--- src/rtl/pc_gen_if.sv ---
// Fetch-side bundle between the PC generator and instruction memory.
// Carries redirect, stall and handshake signals plus the fetch address.
interface pc_gen_if #(
  parameter int ADDR_WIDTH = 32
);
  logic                  stall;
  logic                  br_valid;
  logic [ADDR_WIDTH-1:0] br_target;
  logic                  exc_valid;
  logic [ADDR_WIDTH-1:0] exc_target;
  logic                  fetch_ack;
  logic [ADDR_WIDTH-1:0] pc;
  logic                  chip_enable;
  logic                  misalign_err;

  modport master (
    input  stall,
    input  br_valid,
    input  br_target,
    input  exc_valid,
    input  exc_target,
    input  fetch_ack,
    output pc,
    output chip_enable,
    output misalign_err
  );

  modport slave (
    output stall,
    output br_valid,
    output br_target,
    output exc_valid,
    output exc_target,
    output fetch_ack,
    input  pc,
    input  chip_enable,
    input  misalign_err
  );
endinterface

--- src/rtl/pc_gen.sv ---
// Program counter generator: sequential fetch with branch/exception redirect.
// Optional macro PC_ALIGN_CHECK_EN rejects misaligned redirect targets.
module pc_gen #(
  parameter int                    ADDR_WIDTH   = 32,
  parameter logic [ADDR_WIDTH-1:0] RESET_VECTOR = '0,
  parameter int                    INST_BYTES   = 4
) (
  input  logic     clk,
  input  logic     rst,
  pc_gen_if.master bus
);
  localparam logic [ADDR_WIDTH-1:0] STEP =
    ADDR_WIDTH'(INST_BYTES);
  localparam logic [ADDR_WIDTH-1:0] AMASK =
    ADDR_WIDTH'(INST_BYTES - 1);

  typedef enum logic {IDLE, RUN} state_t;

  state_t                state;
  state_t                state_nx;
  logic [ADDR_WIDTH-1:0] pc_q;
  logic [ADDR_WIDTH-1:0] pc_nx;
  logic [ADDR_WIDTH-1:0] tgt;
  logic                  redir;
  logic                  bad;
  logic                  ce_q;
  logic                  ce_nx;

  // State register
  always_ff @(posedge clk) begin
    if (!rst) state <= IDLE;
    else      state <= state_nx;
  end

  // Next state: IDLE leaves on the first edge out of reset
  always_comb begin
    state_nx = state;
    unique case (state)
      IDLE: state_nx = RUN;
      RUN:  state_nx = RUN;
    endcase
  end

  // Redirect select: exception beats branch
  always_comb begin
    redir = bus.exc_valid | bus.br_valid;
    tgt   = bus.exc_valid ? bus.exc_target
                          : bus.br_target;
`ifdef PC_ALIGN_CHECK_EN
    bad   = redir && ((tgt & AMASK) != '0);
`else
    bad   = 1'b0;
`endif
  end

  // Next PC and registered request strobe
  always_comb begin
    pc_nx = pc_q;
    ce_nx = !bus.stall;
    if (state == RUN) begin
      if (redir) begin
        if (!bad) pc_nx = tgt;
      end else if (ce_q && bus.fetch_ack
                   && !bus.stall) begin
        pc_nx = pc_q + STEP;
      end
    end
  end

  // PC and strobe registers
  always_ff @(posedge clk) begin
    if (!rst) begin
      pc_q <= RESET_VECTOR;
      ce_q <= 1'b0;
    end else begin
      pc_q <= pc_nx;
      ce_q <= ce_nx;
    end
  end

`ifdef PC_ALIGN_CHECK_EN
  logic err_q;

  // One-cycle error pulse per rejected redirect
  always_ff @(posedge clk) begin
    if (!rst) err_q <= 1'b0;
    else      err_q <= (state == RUN) && bad;
  end
`endif

  // Outputs
  always_comb begin
    bus.pc          = pc_q;
    bus.chip_enable = (state == RUN) && ce_q;
`ifdef PC_ALIGN_CHECK_EN
    bus.misalign_err = err_q;
`else
    bus.misalign_err = 1'b0;
`endif
  end
endmodule

--- src/flat_wrapper.sv ---
// flat-port wrapper written by rule: the top's interface ports become plain ports
module pc_gen_flat 
#(
  parameter int                    ADDR_WIDTH   = 32,
  parameter logic [ADDR_WIDTH-1:0] RESET_VECTOR = '0,
  parameter int                    INST_BYTES   = 4
)
  (clk, rst, bus_stall, bus_br_valid, bus_br_target, bus_exc_valid, bus_exc_target, bus_fetch_ack, bus_pc, bus_chip_enable, bus_misalign_err);
  pc_gen_if #(.ADDR_WIDTH(ADDR_WIDTH)) bus_i ();
  input  logic clk;
  input  logic rst;
  input wire logic [$bits(bus_i.stall)-1:0] bus_stall;
  input wire logic [$bits(bus_i.br_valid)-1:0] bus_br_valid;
  input wire logic [$bits(bus_i.br_target)-1:0] bus_br_target;
  input wire logic [$bits(bus_i.exc_valid)-1:0] bus_exc_valid;
  input wire logic [$bits(bus_i.exc_target)-1:0] bus_exc_target;
  input wire logic [$bits(bus_i.fetch_ack)-1:0] bus_fetch_ack;
  output wire logic [$bits(bus_i.pc)-1:0] bus_pc;
  output wire logic [$bits(bus_i.chip_enable)-1:0] bus_chip_enable;
  output wire logic [$bits(bus_i.misalign_err)-1:0] bus_misalign_err;
  assign bus_i.stall = bus_stall;
  assign bus_i.br_valid = bus_br_valid;
  assign bus_i.br_target = bus_br_target;
  assign bus_i.exc_valid = bus_exc_valid;
  assign bus_i.exc_target = bus_exc_target;
  assign bus_i.fetch_ack = bus_fetch_ack;
  assign bus_pc = bus_i.pc;
  assign bus_chip_enable = bus_i.chip_enable;
  assign bus_misalign_err = bus_i.misalign_err;
  pc_gen #(.ADDR_WIDTH(ADDR_WIDTH), .RESET_VECTOR(RESET_VECTOR), .INST_BYTES(INST_BYTES)) u_core (.clk(clk), .rst(rst), .bus(bus_i));
endmodule
--- config.mk ---
export PLATFORM = sky130hd
export DESIGN_NAME = pc_gen_flat
export DESIGN_NICKNAME = d
export VERILOG_FILES = /design/src/rtl/pc_gen_if.sv /design/src/rtl/pc_gen.sv /design/src/flat_wrapper.sv
export SDC_FILE = /design/constraint.sdc
export NUM_CORES = 1
export LEC_CHECK = 0
export CORE_MARGIN = 1
export CORE_UTILIZATION = 47
export CTS_BUF_LIST = sky130_fd_sc_hd__clkbuf_8
export CTS_CLUSTER_SIZE = 14
export DETAILED_ROUTE_END_ITERATION = 8
export GPL_TIMING_DRIVEN = 0
export PLACE_DENSITY = 0.95
export SETUP_SLACK_MARGIN = 0.5
export SYNTH_ARGS = -nofsm -noshare
export SYNTH_HDL_FRONTEND = slang
export SYNTH_SLANG_ARGS = --single-unit
--- constraint.sdc ---
create_clock -name clk -period 2.8 [get_ports clk]
set_input_delay 0.56 -clock clk [delete_from_list [all_inputs] [get_ports clk]]
set_output_delay 0.56 -clock clk [all_outputs]
set_load 0.005 [all_outputs]
==> impl_metrics.json, run 1 <==
{
  "status": "completed",
  "grt_max_degree": 11,
  "nets": 501,
  "yosysTopAreaCellShare_pct": 28.6,
  "clockBufferDepth": 2,
  "cts-buffers-inserted": 5,
  "p_leak_nw": 1.32,
  "synth.distinct_cells": 53,
  "grt_overflow_total": 0,
  "placed_cell_area_um2": 3470,
  "synthMuxAreaShare_pct": 1.26,
  "startpoint": "bus_stall",
  "setup_violations": 0,
  "slew_headroom_pct": 43.6,
  "yosysWarnings": 0,
  "cts_setup_buffers": 0,
  "syn_nets": 394,
  "synth_seq_cells": 34,
  "slowest_stage": "clkdlybuf4s50_1",
  "ir_drop_v": 0.000285,
  "htreeDepth": 2,
  "dr.pass1.iters": 5,
  "worstHoldStart": "u_core.bus.pc[26]",
  "cp.buffers_inverters": 2,
  "ios": 104,
  "syn_area_per_cell_um2": 7.37,
  "synth_edf_count": 0,
  "core_um2": 4790,
  "instances_no_fill": 498,
  "place_congestion": 0.954,
  "synth-adder-area-share_pct": 0.525,
  "grt_first_pass_wirelength_um": 14900,
  "max_freq_mhz": 449,
  "antenna_found_initial": 0,
  "rr_startpoint": "u_core.bus.pc[2]",
  "cp.required_ps": 3020,
  "arrival_ps": 2440,
  "numPortBuffers": 100,
  "wl_um": 9640,
  "path_class": "in -> reg",
  "die_x_um": 73.2,
  "syn-cell-area_um2": 2380,
  "max_stage_delay_ps": 490,
  "cts_tree": "done",
  "clockRootBuffer": "clkbuf_8",
  "grt.total_usage_pct": 37.2,
  "worstSetupEndpointType": "register",
  "hold_path_class": "reg -> reg",
  "drv_slew": 0,
  "synth.largest_area_cell": "dfxtp_1",
  "vias_per_cell": 6.48,
  "path_cells": "clkdlybuf4s50_1 > and4b_1 > a21oi_2 > buf_2 > o21ai_0 > a21oi_1",
  "start_kind": "input pin",
  "synthSimpleGateAreaFrac_pct": 29.3,
  "clock_sinks": 34,
  "powerDensity_nw_per_um2": 368,
  "holdPathStages": 2,
  "worst_pin_slew_ps": 843,
  "async_flop_share_pct": 0,
  "maxCapViolations": 0,
  "synthCells": 323,
  "fp.dieH_um": 73.2,
  "r2r_cells": 6,
  "die_area_um2": 5350,
  "route.detailed.drc": 0,
  "synth_flop_cell": "dfxtp_1",
  "crit_cells": 6,
  "hold_buffers": 0,
  "synthToLayoutAreaGrowth_pct": 50.3,
  "wire_per_inst_um": 19.4,
  "synth_sequential_area_ratio_pct": 28.6,
  "period_needed_ps": 2230,
  "grt_pass1_vias": 3021,
  "synthTopCellsByArea": "dfxtp_1 29%, o21ai_0 6.3%, a21oi_1 5.0%, nand2_1 4.9%, a22o_1 4.8%",
  "finalHoldViolations": 0,
  "rsz0062_at_grt": "false",
  "fin_skew_ps": 5.61,
  "insertion_delay_ps": 300,
  "start_util_pct": 49.8,
  "crit_family": "buffers and inverters",
  "crit_fanout": 10,
  "synth_compound_area_share_pct": 34.3,
  "drive_above_1_share_pct": 6.73,
  "drt_iter0_markers": 414,
  "antennaDiodeCount": 0,
  "dpl.cell_count": 490,
  "final_cell_area_um2": 3580,
  "min_period_over_period_pct": 79.6,
  "clk_pin_slew_ps": 70,
  "synth_xor_area_share_pct": 0,
  "ant_nets": 0,
  "fin_setup_tns_ps": 0,
  "hpwl_um": 6840,
  "rows": 25,
  "via_count": 3227,
  "synth_top_family_by_area": "compound AO/OA/AOI/OAI gates"
}
## layout by cell type, fill, tap and decap left out, drive strengths merged, types with 4 or more instances in the layout
cell type / synthesis / routed
buf: 12 / 12
a22oi: 7 / 7
and4: 7 / 7
dfxtp: 34 / 34
nand2: 31 / 31
o21ai: 32 / 32
nor3: 5 / 5
nor4: 9 / 9
inv: 6 / 7
o31a: 4 / 4
a31oi: 11 / 11
a22o: 13 / 13
nor2: 27 / 27
o31ai: 4 / 4
clkbuf: 15 / 21
and3: 7 / 7
nor2b: 6 / 6
clkdlybuf4s50: 0 / 100
nand3: 16 / 16
nand4: 10 / 10
a21oi: 25 / 25
o22ai: 4 / 4
## state kept, by name, summed over array words and instances, names as in the netlist
signal	flops
u_core.bus.pc	32
u_core.ce_q	1
u_core.state	1
## synthesized netlist by cell type (all sizes together), types with 3 or more instances
cell    count
dfxtp      34
o21ai      32
nand2      31
nor2       27
a21oi      25
nand3      16
clkbuf     15
a22o       13
buf        12
a31oi      11
nand4      10
nor4        9
a22oi       7
and3        7
and4        7
inv         6
nor2b       6
nor3        5
o22ai       4
o31a        4
o31ai       4
mux2i       3
o32ai       3
## path summary, 6_finish.rpt
check / to / slack [ps]
setup / recovery: u_core.bus.pc[23] / 570
setup reg to reg: u_core.bus.pc[22] / 660
hold reg to reg: u_core.bus.pc[26] / 510
hold / removal: u_core.bus.pc[26] / 510
## area by class of cell
type / count / area [µm²]
Inverter: 6 / 22.5
Clock inverter: 2 / 8.76
Clock buffer: 6 / 82.6
Fill cell: 392 / 1210
Tap cell: 67 / 83.8
Timing Repair Buffer: 100 / 1000
Sequential cell: 34 / 681
Multi-Input combinational cell: 256 / 1580
Buffer: 27 / 123
## worst register-to-register path, delay by kind of cell (launching register included)
family                     cells  cell delay, ps
and+or+nand+nor                3             870
DFF                            1             430
AOI/OAI and AO/OA              2             400
adders and majority gates      1             290
## layer usage
| metal | GRT usage [%] | vias up | wire, µm |
|---|---|---|---|
| met5 | 0 | - | 0 |
| met3 | 8.98 | 45 | 1120 |
| met1 | 47.5 | 1467 | 3740 |
| li1 | - | 1459 | - |
| met2 | 58.0 | 256 | 4420 |
| met4 | 19.2 | 0 | 352 |
## where the power goes
| part | total, mW | switching, mW | internal [mW] |
|---|---|---|---|
| Sequential | 0.561 | 0.0463 | 0.515 |
| Clock | 0.389 | 0.194 | 0.195 |
| Combinational | 0.367 | 0.164 | 0.203 |
## cell families (layout without fill, tap and decap cells)
kind of cell | after synthesis | in the layout
other | 1 | 1
AO/OA/AOI/OAI | 123 | 123
multiplexers | 3 | 3
flip-flops | 34 | 34
adder cells (fa/ha/maj) | 1 | 1
buffers and inverters | 33 | 141
AND/OR/NAND/NOR | 128 | 128
## metrics by stage
step | total power [mW] | util [%] | worst slack [ps] | hold slack (ps)
2_1_floorplan | 0.710 | - | 909 | 474
3_3_place_gp | 0.917 | 72.4 | 245 | 473
3_5_place_dp | 0.925 | 72.4 | 163 | 494
4_1_cts | 1.30 | 74.5 | 510 | 504
5_1_grt | 1.36 | 74.8 | 516 | 537
6_report | 1.32 | 74.8 | 571 | 508
## what timing repair did
item | in CTS | in global routing
setup endpoints to repair | 4 | 24
gates resized for setup | 2 | 8
pin swaps | 0 | 1
Note: power is estimated with default switching activity, not from simulation.
==> inputs of run 2 (changes only) <==
--- a/config.mk
+++ b/config.mk
@@ -6,12 +6,12 @@
 export NUM_CORES = 1
 export LEC_CHECK = 0
 export CORE_MARGIN = 1
-export CORE_UTILIZATION = 47
+export CORE_UTILIZATION = 44
 export CTS_BUF_LIST = sky130_fd_sc_hd__clkbuf_8
 export CTS_CLUSTER_SIZE = 14
 export DETAILED_ROUTE_END_ITERATION = 8
 export GPL_TIMING_DRIVEN = 0
-export PLACE_DENSITY = 0.95
+export PLACE_DENSITY = 0.9
 export SETUP_SLACK_MARGIN = 0.5
 export SYNTH_ARGS = -nofsm -noshare
 export SYNTH_HDL_FRONTEND = slang
==> constraint.sdc (replaced) <==
create_clock -name clk -period 2.3 [get_ports clk]
set_input_delay 0.46 -clock clk [delete_from_list [all_inputs] [get_ports clk]]
set_output_delay 0.46 -clock clk [all_outputs]
set_load 0.005 [all_outputs]
==> impl_metrics.json, run 2 (synthesized netlist as in run 1, its figures left out) <==
{
  "status": "completed",
  "clk_pin_slew_ps": 70,
  "grt_first_pass_wirelength_um": 14400,
  "cts-buffers-inserted": 5,
  "finalHoldViolations": 0,
  "cp.required_ps": 2510,
  "grt.total_usage_pct": 34.2,
  "post-place-ws_ps": -211,
  "htreeDepth": 2,
  "start_util_pct": 46.0,
  "ios": 104,
  "nFillCells": 390,
  "drt_iter0_markers": 443,
  "grt_overflow_total": 0,
  "antennaDiodeCount": 0,
  "fin_setup_tns_ps": 0,
  "die_area_um2": 5710,
  "via_count": 3311,
  "worst_pin_slew_ps": 750,
  "timing.rr.end": "u_core.bus.pc[12]",
  "antenna_found_initial": 0,
  "period_needed_ps": 1770,
  "nets": 511,
  "maxCapViolations": 0,
  "core_um2": 5170,
  "vias_per_cell": 6.48,
  "hold_path_class": "in -> reg",
  "arrival_ps": 1970,
  "drv_slew": 0,
  "wire_per_inst_um": 19.2,
  "clockRootBuffer": "clkbuf_8",
  "place_congestion": 0.924,
  "fp.dieH_um": 75.6,
  "final_util_pct": 74.3,
  "insertion_delay_ps": 290,
  "hpwl_um": 6680,
  "route.detailed.drc": 0,
  "rr_startpoint": "u_core.bus.pc[2]",
  "rsz0062_at_grt": "true",
  "clock_sinks": 34,
  "hold_buffers": 0,
  "path_class": "reg -> reg",
  "clockBufferDepth": 2,
  "worstSetupEndpointType": "register",
  "r2r_cells": 7,
  "p_leak_nw": 1.44,
  "fin_skew_ps": 9.23,
  "layout_common_cells": "99 x clkdlybuf4s50_1, 30 x nand2_1, 30 x o21ai_0",
  "worstHoldStart": "bus_stall",
  "synthToLayoutAreaGrowth_pct": 61.4,
  "design_power_total_mw": 1.63,
  "min_period_over_period_pct": 76.8,
  "grt_max_degree": 11,
  "start_kind": "register",
  "largest_reg_flops": 32,
  "grt_pass1_vias": 3024,
  "numPortBuffers": 100,
  "final_common_cell": "clkdlybuf4s50_1",
  "setup_violations": 0,
  "setup_slack_ps": 533,
  "ir_drop_v": 0.000272,
  "die_x_um": 75.6,
  "r2r_slack_ps": 530,
  "rows": 26,
  "holdPathStages": 2,
  "drive_above_1_share_pct": 17.7,
  "dr.pass1.iters": 5,
  "whs_endpoint": "u_core.ce_q",
  "max_freq_mhz": 566,
  "powerDensity_nw_per_um2": 424,
  "ant_nets": 0,
  "cts_tree": "done",
  "crit_fanout": 6,
  "slew_headroom_pct": 50.0,
  "wl_um": 9800
}
==> run 2: power breakdown <==
| group | internal, mW | switching [mW] | leakage [nW] |
|---|---|---|---|
| Sequential | 0.629 | 0.0600 | 0.288 |
| Clock | 0.237 | 0.229 | 0.0524 |
| Combinational | 0.271 | 0.205 | 1.10 |
==> run 2: how the worst max path moves through the flow <==
stage | start | to | slack [ps] | cells after the start
finish | u_core.bus.pc[2] | u_core.bus.pc[12] | 530 | 7
global route | u_core.bus.pc[3] | u_core.bus.pc[12] | 470 | 7
CTS | bus_br_valid | u_core.bus.pc[31] | 500 | 5
detailed placement | rst | u_core.bus.pc[0] | -210 | 5
global placement | rst | u_core.bus.pc[1] | -150 | 5
floorplan | u_core.bus.pc[3] | u_core.bus.pc[22] | 500 | 6
==> run 2: critical path: stages, from the launching register on <==
cell and delay [ps]:
dfxtp_4 390, ha_4 170, nand4_4 160, buf_6 170, nor2_2 130, nand3_1 140, o31a_1 270, o32ai_2 240
==> run 2: metrics by stage <==
| step | std cells | area (µm²) | hold slack, ps |
|---|---|---|---|
| 2_1_floorplan | 323 | 2390 | 474 |
| 3_3_place_gp | 493 | 3480 | 478 |
| 3_5_place_dp | 493 | 3480 | 500 |
| 4_1_cts | 506 | 3710 | 513 |
| 5_1_grt | 511 | 3840 | 421 |
| 6_report | 511 | 3840 | 399 |
==> run 2: layout make-up <==
| type | instances | area (µm²) | area share [%] |
|---|---|---|---|
| multi-input combinational | 256 | 1640 | 42.7 |
| timing repair buffer | 110 | 1100 | 28.6 |
| sequential | 34 | 719 | 18.7 |
| buffer | 27 | 183 | 4.75 |
| tap | 70 | 87.6 | 2.28 |
| clock buffer | 6 | 82.6 | 2.15 |
| inverter | 6 | 22.5 | 0.586 |
| clock inverter | 2 | 8.76 | 0.228 |
==> run 2: layer usage <==
metal,share of wire [%],vias up,track usage (%)
met4,2.8,0,13.8
li1,-,1484,-
met3,10,36,8.33
met2,48,284,58.1
met1,39,1507,41.6
met5,0,-,0
==> run 2: repair_timing <==
action,4_1_cts,5_1_grt
gates resized for setup,35,45
setup buffers,5,5
endpoints found under the setup margin,37,38
pin swaps,2,4
